$ cat src/rtl/cpu_reg_pkg.sv
// -----------------------------------------------------------------------------
// cpu_reg_pkg
//   Types and defaults shared by the CPU register file and the reg_xfer_ctrl
//   command initiator.
//   - op_e           : transfer command opcodes
//   - xfer_state_e   : reg_xfer_ctrl sequencing states
//   - DEF_DATA_W/ADDR_W : register width and select width of the file
// -----------------------------------------------------------------------------
package cpu_reg_pkg;

   localparam int DEF_DATA_W = 8;
   localparam int DEF_ADDR_W = 3;

   typedef enum logic [1:0] {
      OP_MOV  = 2'd0,
      OP_LDI  = 2'd1,
      OP_RD   = 2'd2,
      OP_SWAP = 2'd3
   } op_e;

   typedef enum logic [2:0] {
      ST_IDLE = 3'd0,
      ST_RD_A = 3'd1,
      ST_RD_B = 3'd2,
      ST_WR_A = 3'd3,
      ST_WR_B = 3'd4,
      ST_RESP = 3'd5
   } xfer_state_e;

endpackage : cpu_reg_pkg

$ cat src/rtl/reg_xfer_ctrl.sv
// -----------------------------------------------------------------------------
// reg_xfer_ctrl
//   Command-driven master for the register file's read port (sel_out /
//   output_enable / data_out) and write port (sel_in / data_in /
//   enable_write). Executes MOV, LDI, RD and SWAP one port access per cycle
//   and returns RD data over a valid/ready response channel.
//
// Ports
//   clk, rst_n                    clock, async active-low reset
//   cmd_valid/cmd_ready           command handshake
//   cmd_op/cmd_a/cmd_b/cmd_imm    command fields, latched on accept
//   rsp_valid/rsp_ready/rsp_data  read-back response handshake
//   op_done                       one-cycle pulse after a command retires
//   rf_sel_in/rf_data_in/rf_enable_write    register file write port
//   rf_sel_out/rf_output_enable/rf_data_out register file read port
// -----------------------------------------------------------------------------
module reg_xfer_ctrl
   import cpu_reg_pkg::*;
#(
   parameter int DATA_W = DEF_DATA_W,
   parameter int ADDR_W = DEF_ADDR_W
) (
   input  logic              clk,
   input  logic              rst_n,

   input  logic              cmd_valid,
   output logic              cmd_ready,
   input  logic [1:0]        cmd_op,
   input  logic [ADDR_W-1:0] cmd_a,
   input  logic [ADDR_W-1:0] cmd_b,
   input  logic [DATA_W-1:0] cmd_imm,

   output logic              rsp_valid,
   input  logic              rsp_ready,
   output logic [DATA_W-1:0] rsp_data,

   output logic              op_done,

   output logic [ADDR_W-1:0] rf_sel_in,
   output logic [DATA_W-1:0] rf_data_in,
   output logic              rf_enable_write,
   output logic [ADDR_W-1:0] rf_sel_out,
   output logic              rf_output_enable,
   input  logic [DATA_W-1:0] rf_data_out
);

   xfer_state_e       r_state;
   xfer_state_e       w_state_nxt;
   op_e               r_op;
   logic [ADDR_W-1:0] r_a;
   logic [ADDR_W-1:0] r_b;
   logic [DATA_W-1:0] r_imm;
   logic [DATA_W-1:0] r_cap_a;
   logic [DATA_W-1:0] r_cap_b;
   logic              r_op_done;

   logic              w_accept;
   logic              w_retire;

   // Gating with rst_n keeps the handshake closed while reset is held,
   // even though the state register already reads IDLE.
   assign cmd_ready = rst_n && (r_state == ST_IDLE);
   assign w_accept  = cmd_valid && cmd_ready;

   assign rsp_valid = (r_state == ST_RESP);
   assign rsp_data  = r_cap_a;
   assign op_done   = r_op_done;

   // State register, latched command and capture registers.
   // NOTE: sequential state uses non-blocking assignments so every register
   // samples the pre-edge values, independent of statement order.
   always_ff @(posedge clk or negedge rst_n) begin
      if (!rst_n) begin
         r_state   <= ST_IDLE;
         r_op      <= OP_MOV;
         r_a       <= '0;
         r_b       <= '0;
         r_imm     <= '0;
         r_cap_a   <= '0;
         r_cap_b   <= '0;
         r_op_done <= 1'b0;
      end else begin
         r_state   <= w_state_nxt;
         r_op_done <= w_retire;
         if (w_accept) begin
            r_op  <= op_e'(cmd_op);
            r_a   <= cmd_a;
            r_b   <= cmd_b;
            r_imm <= cmd_imm;
         end
         if (r_state == ST_RD_A) r_cap_a <= rf_data_out;
         if (r_state == ST_RD_B) r_cap_b <= rf_data_out;
      end
   end

   // Next state and port decode. The rf_* ports depend only on the state
   // register and latched fields, so no cmd_* input reaches them
   // combinationally, and an async reset drops every strobe at once.
   // NOTE: every signal gets a default before the case so no path through
   // this block can infer a latch.
   always_comb begin
      w_state_nxt      = r_state;
      w_retire         = 1'b0;
      rf_sel_in        = '0;
      rf_data_in       = '0;
      rf_enable_write  = 1'b0;
      rf_sel_out       = '0;
      rf_output_enable = 1'b0;

      case (r_state)
         ST_IDLE: begin
            if (w_accept) begin
               w_state_nxt = (op_e'(cmd_op) == OP_LDI) ? ST_WR_A : ST_RD_A;
            end
         end

         ST_RD_A: begin
            rf_output_enable = 1'b1;
            // MOV reads its source (b); RD and SWAP read a first.
            rf_sel_out = (r_op == OP_MOV) ? r_b : r_a;
            case (r_op)
               OP_RD:   w_state_nxt = ST_RESP;
               OP_SWAP: w_state_nxt = ST_RD_B;
               default: w_state_nxt = ST_WR_A;
            endcase
         end

         ST_RD_B: begin
            rf_output_enable = 1'b1;
            rf_sel_out       = r_b;
            w_state_nxt      = ST_WR_A;
         end

         ST_WR_A: begin
            rf_enable_write = 1'b1;
            rf_sel_in       = r_a;
            case (r_op)
               OP_LDI:  rf_data_in = r_imm;
               OP_SWAP: rf_data_in = r_cap_b;
               default: rf_data_in = r_cap_a;
            endcase
            if (r_op == OP_SWAP) begin
               w_state_nxt = ST_WR_B;
            end else begin
               w_state_nxt = ST_IDLE;
               w_retire    = 1'b1;
            end
         end

         ST_WR_B: begin
            rf_enable_write = 1'b1;
            rf_sel_in       = r_b;
            rf_data_in      = r_cap_a;
            w_state_nxt     = ST_IDLE;
            w_retire        = 1'b1;
         end

         ST_RESP: begin
            if (rsp_ready) begin
               w_state_nxt = ST_IDLE;
               w_retire    = 1'b1;
            end
         end

         default: w_state_nxt = ST_IDLE;
      endcase
   end

endmodule : reg_xfer_ctrl

$ cat config.mk
export PLATFORM = sky130hd
export DESIGN_NAME = reg_xfer_ctrl
export DESIGN_NICKNAME = d
export VERILOG_FILES = /design/src/rtl/cpu_reg_pkg.sv /design/src/rtl/reg_xfer_ctrl.sv
export SDC_FILE = /design/constraint.sdc
export NUM_CORES = 1
export LEC_CHECK = 0
export ABC_AREA = 1
export CORE_UTILIZATION = 39
export CTS_BUF_LIST = sky130_fd_sc_hd__clkbuf_4 sky130_fd_sc_hd__clkbuf_8
export DETAILED_ROUTE_END_ITERATION = 7
export HOLD_SLACK_MARGIN = 0.05
export PLACE_DENSITY = 0.74
export SLEW_MARGIN = 20
export SYNTH_ARGS = -nofsm -noshare
export SYNTH_HDL_FRONTEND = slang
export SYNTH_SLANG_ARGS = --single-unit
$ cat constraint.sdc
create_clock -name clk -period 1.2 [get_ports clk]
set_input_delay 0.24 -clock clk [delete_from_list [all_inputs] [get_ports clk]]
set_output_delay 0.24 -clock clk [all_outputs]
set_load 0.005 [all_outputs]
==> results.sh <==
export IMPL_status="complete, but fails checks"
export IMPL_violations="setup timing"
export IMPL_dp_cells=386
export IMPL_synth_compound_area_share_pct=9.53
export IMPL_yosysWarnings=0
export IMPL_synth_xor_area_share_pct=0
export IMPL_drc=0
export IMPL_ys_seq_elements=36
export IMPL_rows=24
export IMPL_final_period_utilization_pct=151
export IMPL_via_per_inst=4.88
export IMPL_synth_area_mm2=0.00185
export IMPL_worst_slew_margin_rel_pct=69.6
export IMPL_end_kind="output pin"
export IMPL_combinationalPowerShare_pct=60.4
export IMPL_grt_usage_pct=25.0
export IMPL_rsz0062_at_grt="yes"
export IMPL_postRouteAntennaNets=0
export IMPL_clock_latency_ns=0.29
export IMPL_cts_tree="done"
export IMPL_p_leak_uw=0.00175
export IMPL_yosys_area_top_type="dfrtp_1"
export IMPL_antenna_found_initial=0
export IMPL_grt_max_degree=37
export IMPL_worstSetupStartpointType="flop"
export IMPL_whs_endpoint="r_imm[4]"
export IMPL_worstMarginPinSlew_ns=0.456
export IMPL_synth_area_mux_share_pct=0
export IMPL_max_freq_mhz=552
export IMPL_crit_path_frequent_cell="buf_6"
export IMPL_antennaDiodeCount=0
export IMPL_p_seq_share_pct=28.4
export IMPL_finalNonFillerCells=417
export IMPL_synthTopCellsByArea="dfrtp_1, nand2_1, o21ai_0"
export IMPL_cp_slowest_cell="dfrtp_1"
export IMPL_r2r_cells=9
export IMPL_mostFrequentLayoutCells="nand2_1, buf_6, dfrtp_1"
export IMPL_dieWidth_um=70.9
export IMPL_crit_arrival_ns=1.57
export IMPL_first_global_vias=2088
export IMPL_finClkSkew_ns=0.00186
export IMPL_grt_overflow_total=0
export IMPL_final_seq_area_um2=903
export IMPL_cts_buffer_depth=2
export IMPL_numClockSinks=36
export IMPL_hold_depth=2
export IMPL_hold_slack_ns=0.482
export IMPL_grt_first_pass_wirelength_um=9650
export IMPL_synth_distinct_cells=19
export IMPL_numCtsBuffers=5
export IMPL_clkPwrFrac_pct=11.3
export IMPL_r2r_end="r_op[0]"
export IMPL_io_pins=55
export IMPL_crit_chain="buf_6, nor2_4, nand2_2, o21ai_4, buf_6, buf_6, nand2_4, nand2_4, buf_6"
export IMPL_hold_class="reg2reg"
export IMPL_synth_top_family_by_area="simple AND/OR/NAND/NOR gates"
export IMPL_wl_um=5650
export IMPL_tns_ns=-14.99
export IMPL_finalSetupViolations=46
export IMPL_synth_seq_area_share_pct=48.6
export IMPL_clockRootBuffer="clkbuf_8"
export IMPL_path_class="reg2out"
export IMPL_synth_area_per_cell_um2=7.47
export IMPL_drtPass1Iterations=8
export IMPL_drv_cap=0
export IMPL_ir_drop_mv=1.31
export IMPL_wl_per_cell_um=13.5
export IMPL_syn2layout_area_growth_pct=73.4
export IMPL_final_common_cell="nand2_1"
export IMPL_slew_viol_final=0
export IMPL_rr_startpoint="r_state[2]"
export IMPL_syn_nets=276
export IMPL_setup_ws_ns=-0.611
export IMPL_synthCells=248
export IMPL_synth_top_cell_area_share_pct=48.6
export IMPL_synth_fa_ha_area_share_pct=0
export IMPL_hold_viol_final=0
export IMPL_gp_congestion=0.853
export IMPL_die_height_um=70.9
export IMPL_multi_input_area_um2=958
export IMPL_io_buffers=54
export IMPL_synthSimpleGateAreaFrac_pct=34.6
export IMPL_crit_fanout=3
export IMPL_hpwlAfterDp_um=3570
export IMPL_drtIter0Drc=106
export IMPL_period_needed_ns=1.81
export IMPL_cp_required_ns=0.96
export IMPL_intPower_uw=4900
export IMPL_initial_core_util_pct=41.7
export IMPL_clk_pin_slew_ns=0.07
export IMPL_nets=392
export IMPL_critical_path_max_stage_delay_ns=0.39
export IMPL_core_area_mm2=0.00444
export IMPL_vias=2037
export IMPL_r2r_slack_ns=-0.30
export IMPL_switchingPower_uw=3020
export IMPL_num_fill_cells=335
export IMPL_dieArea_mm2=0.00503
export IMPL_htreeDepth=2
export IMPL_drive_gt1_share_pct=40.5
export IMPL_power_density_mw_per_mm2=2470
export IMPL_worstHoldStart="r_imm[4]"
export IMPL_utilization_pct=72.2
export IMPL_swShare_pct=38.2
layer usage:
| layer | GRT usage, % | vias up | routed length (um) |
|---|---|---|---|
| met4 | 8.89 | 0 | 112 |
| met2 | 42.1 | 60 | 2760 |
| li1 | - | 1002 | - |
| met3 | 5.56 | 11 | 249 |
| met1 | 31.8 | 964 | 2530 |
| met5 | 0 | - | 0 |
final cells by class:
type	instances	area share [%]
Multi-Input combinational cell	182	29.9
Timing Repair Buffer	117	34.5
Clock buffer	6	2.57
Inverter	22	2.57
Sequential cell	36	28.1
Clock inverter	2	0.312
Tap cell	52	2.03
power groups by stage:
stage          registers (uW)  logic, uW  clock network, uW
3_5_place_dp             2160       3640                  0
3_3_place_gp             2150       3570                  0
4_1_cts                  2210       4470                909
2_1_floorplan            2160       1610                  0
6_report                 2250       4780                892
5_1_grt                  2290       5220                981
worst max-delay path by stage:
stage                    endpoint        from  slack, ns
floorplan           rf_sel_out[0]  r_state[1]       -0.1
global placement    rf_data_in[1]  r_state[1]      -0.53
detailed placement  rf_sel_out[0]  r_state[2]      -0.58
CTS                 rf_sel_out[0]  r_state[2]      -0.60
global route        rf_sel_out[0]  r_state[2]      -0.67
finish              rf_sel_out[0]  r_state[2]      -0.61
worst max-delay path: cells and delay by family, from the launching register on:
family                 cells  cell delay, ns
and+or+nand+nor            4            0.26
AOI/OAI and AO/OA          1            0.17
DFF                        1            0.39
buffers and inverters      4            0.45
flip-flops by register name, summed over array words and instances, names as in the netlist:
register / count
r_cap_b: 8
r_b: 3
r_state: 3
rsp_data: 8
r_op: 2
r_imm: 8
op_done: 1
r_a: 3
kinds of logic after synthesis:
kind of cell	Yosys count
DFF	36
AOI/OAI and AO/OA	30
buffers and inverters	30
and+or+nand+nor	152
cells in the mapped netlist:
master / number
o211ai_1: 9
clkbuf_1: 1
buf_2: 5
nor3_4: 1
o21ai_0: 19
or2_2: 8
nand3_2: 1
inv_2: 1
nand3_1: 5
dfrtp_1: 36
nand2_4: 1
o21ai_2: 1
nor2_1: 19
inv_1: 21
nor2_4: 2
buf_6: 2
nand2_2: 1
a21oi_1: 1
nand2_1: 114
stage by stage:
step	setup WS (ns)	cell area (um^2)	power (uW)
4_1_cts	-0.602	3120	7590
3_3_place_gp	-0.535	2720	5730
6_report	-0.611	3210	7920
3_5_place_dp	-0.582	2720	5800
5_1_grt	-0.674	3210	8490
2_1_floorplan	-0.0998	1870	3760
what timing repair did:
| item | CTS | global route |
|---|---|---|
| pin swaps | 24 | 16 |
| gates resized for setup | 185 | 34 |
| hold endpoints to repair | 36 | 0 |
| hold buffers | 1 | 0 |
| endpoints found under the setup margin | 63 | 58 |
| cloned | 1 | 0 |
| setup buffers | 33 | 8 |
No activity file was read; power rests on OpenSTA's default activity.
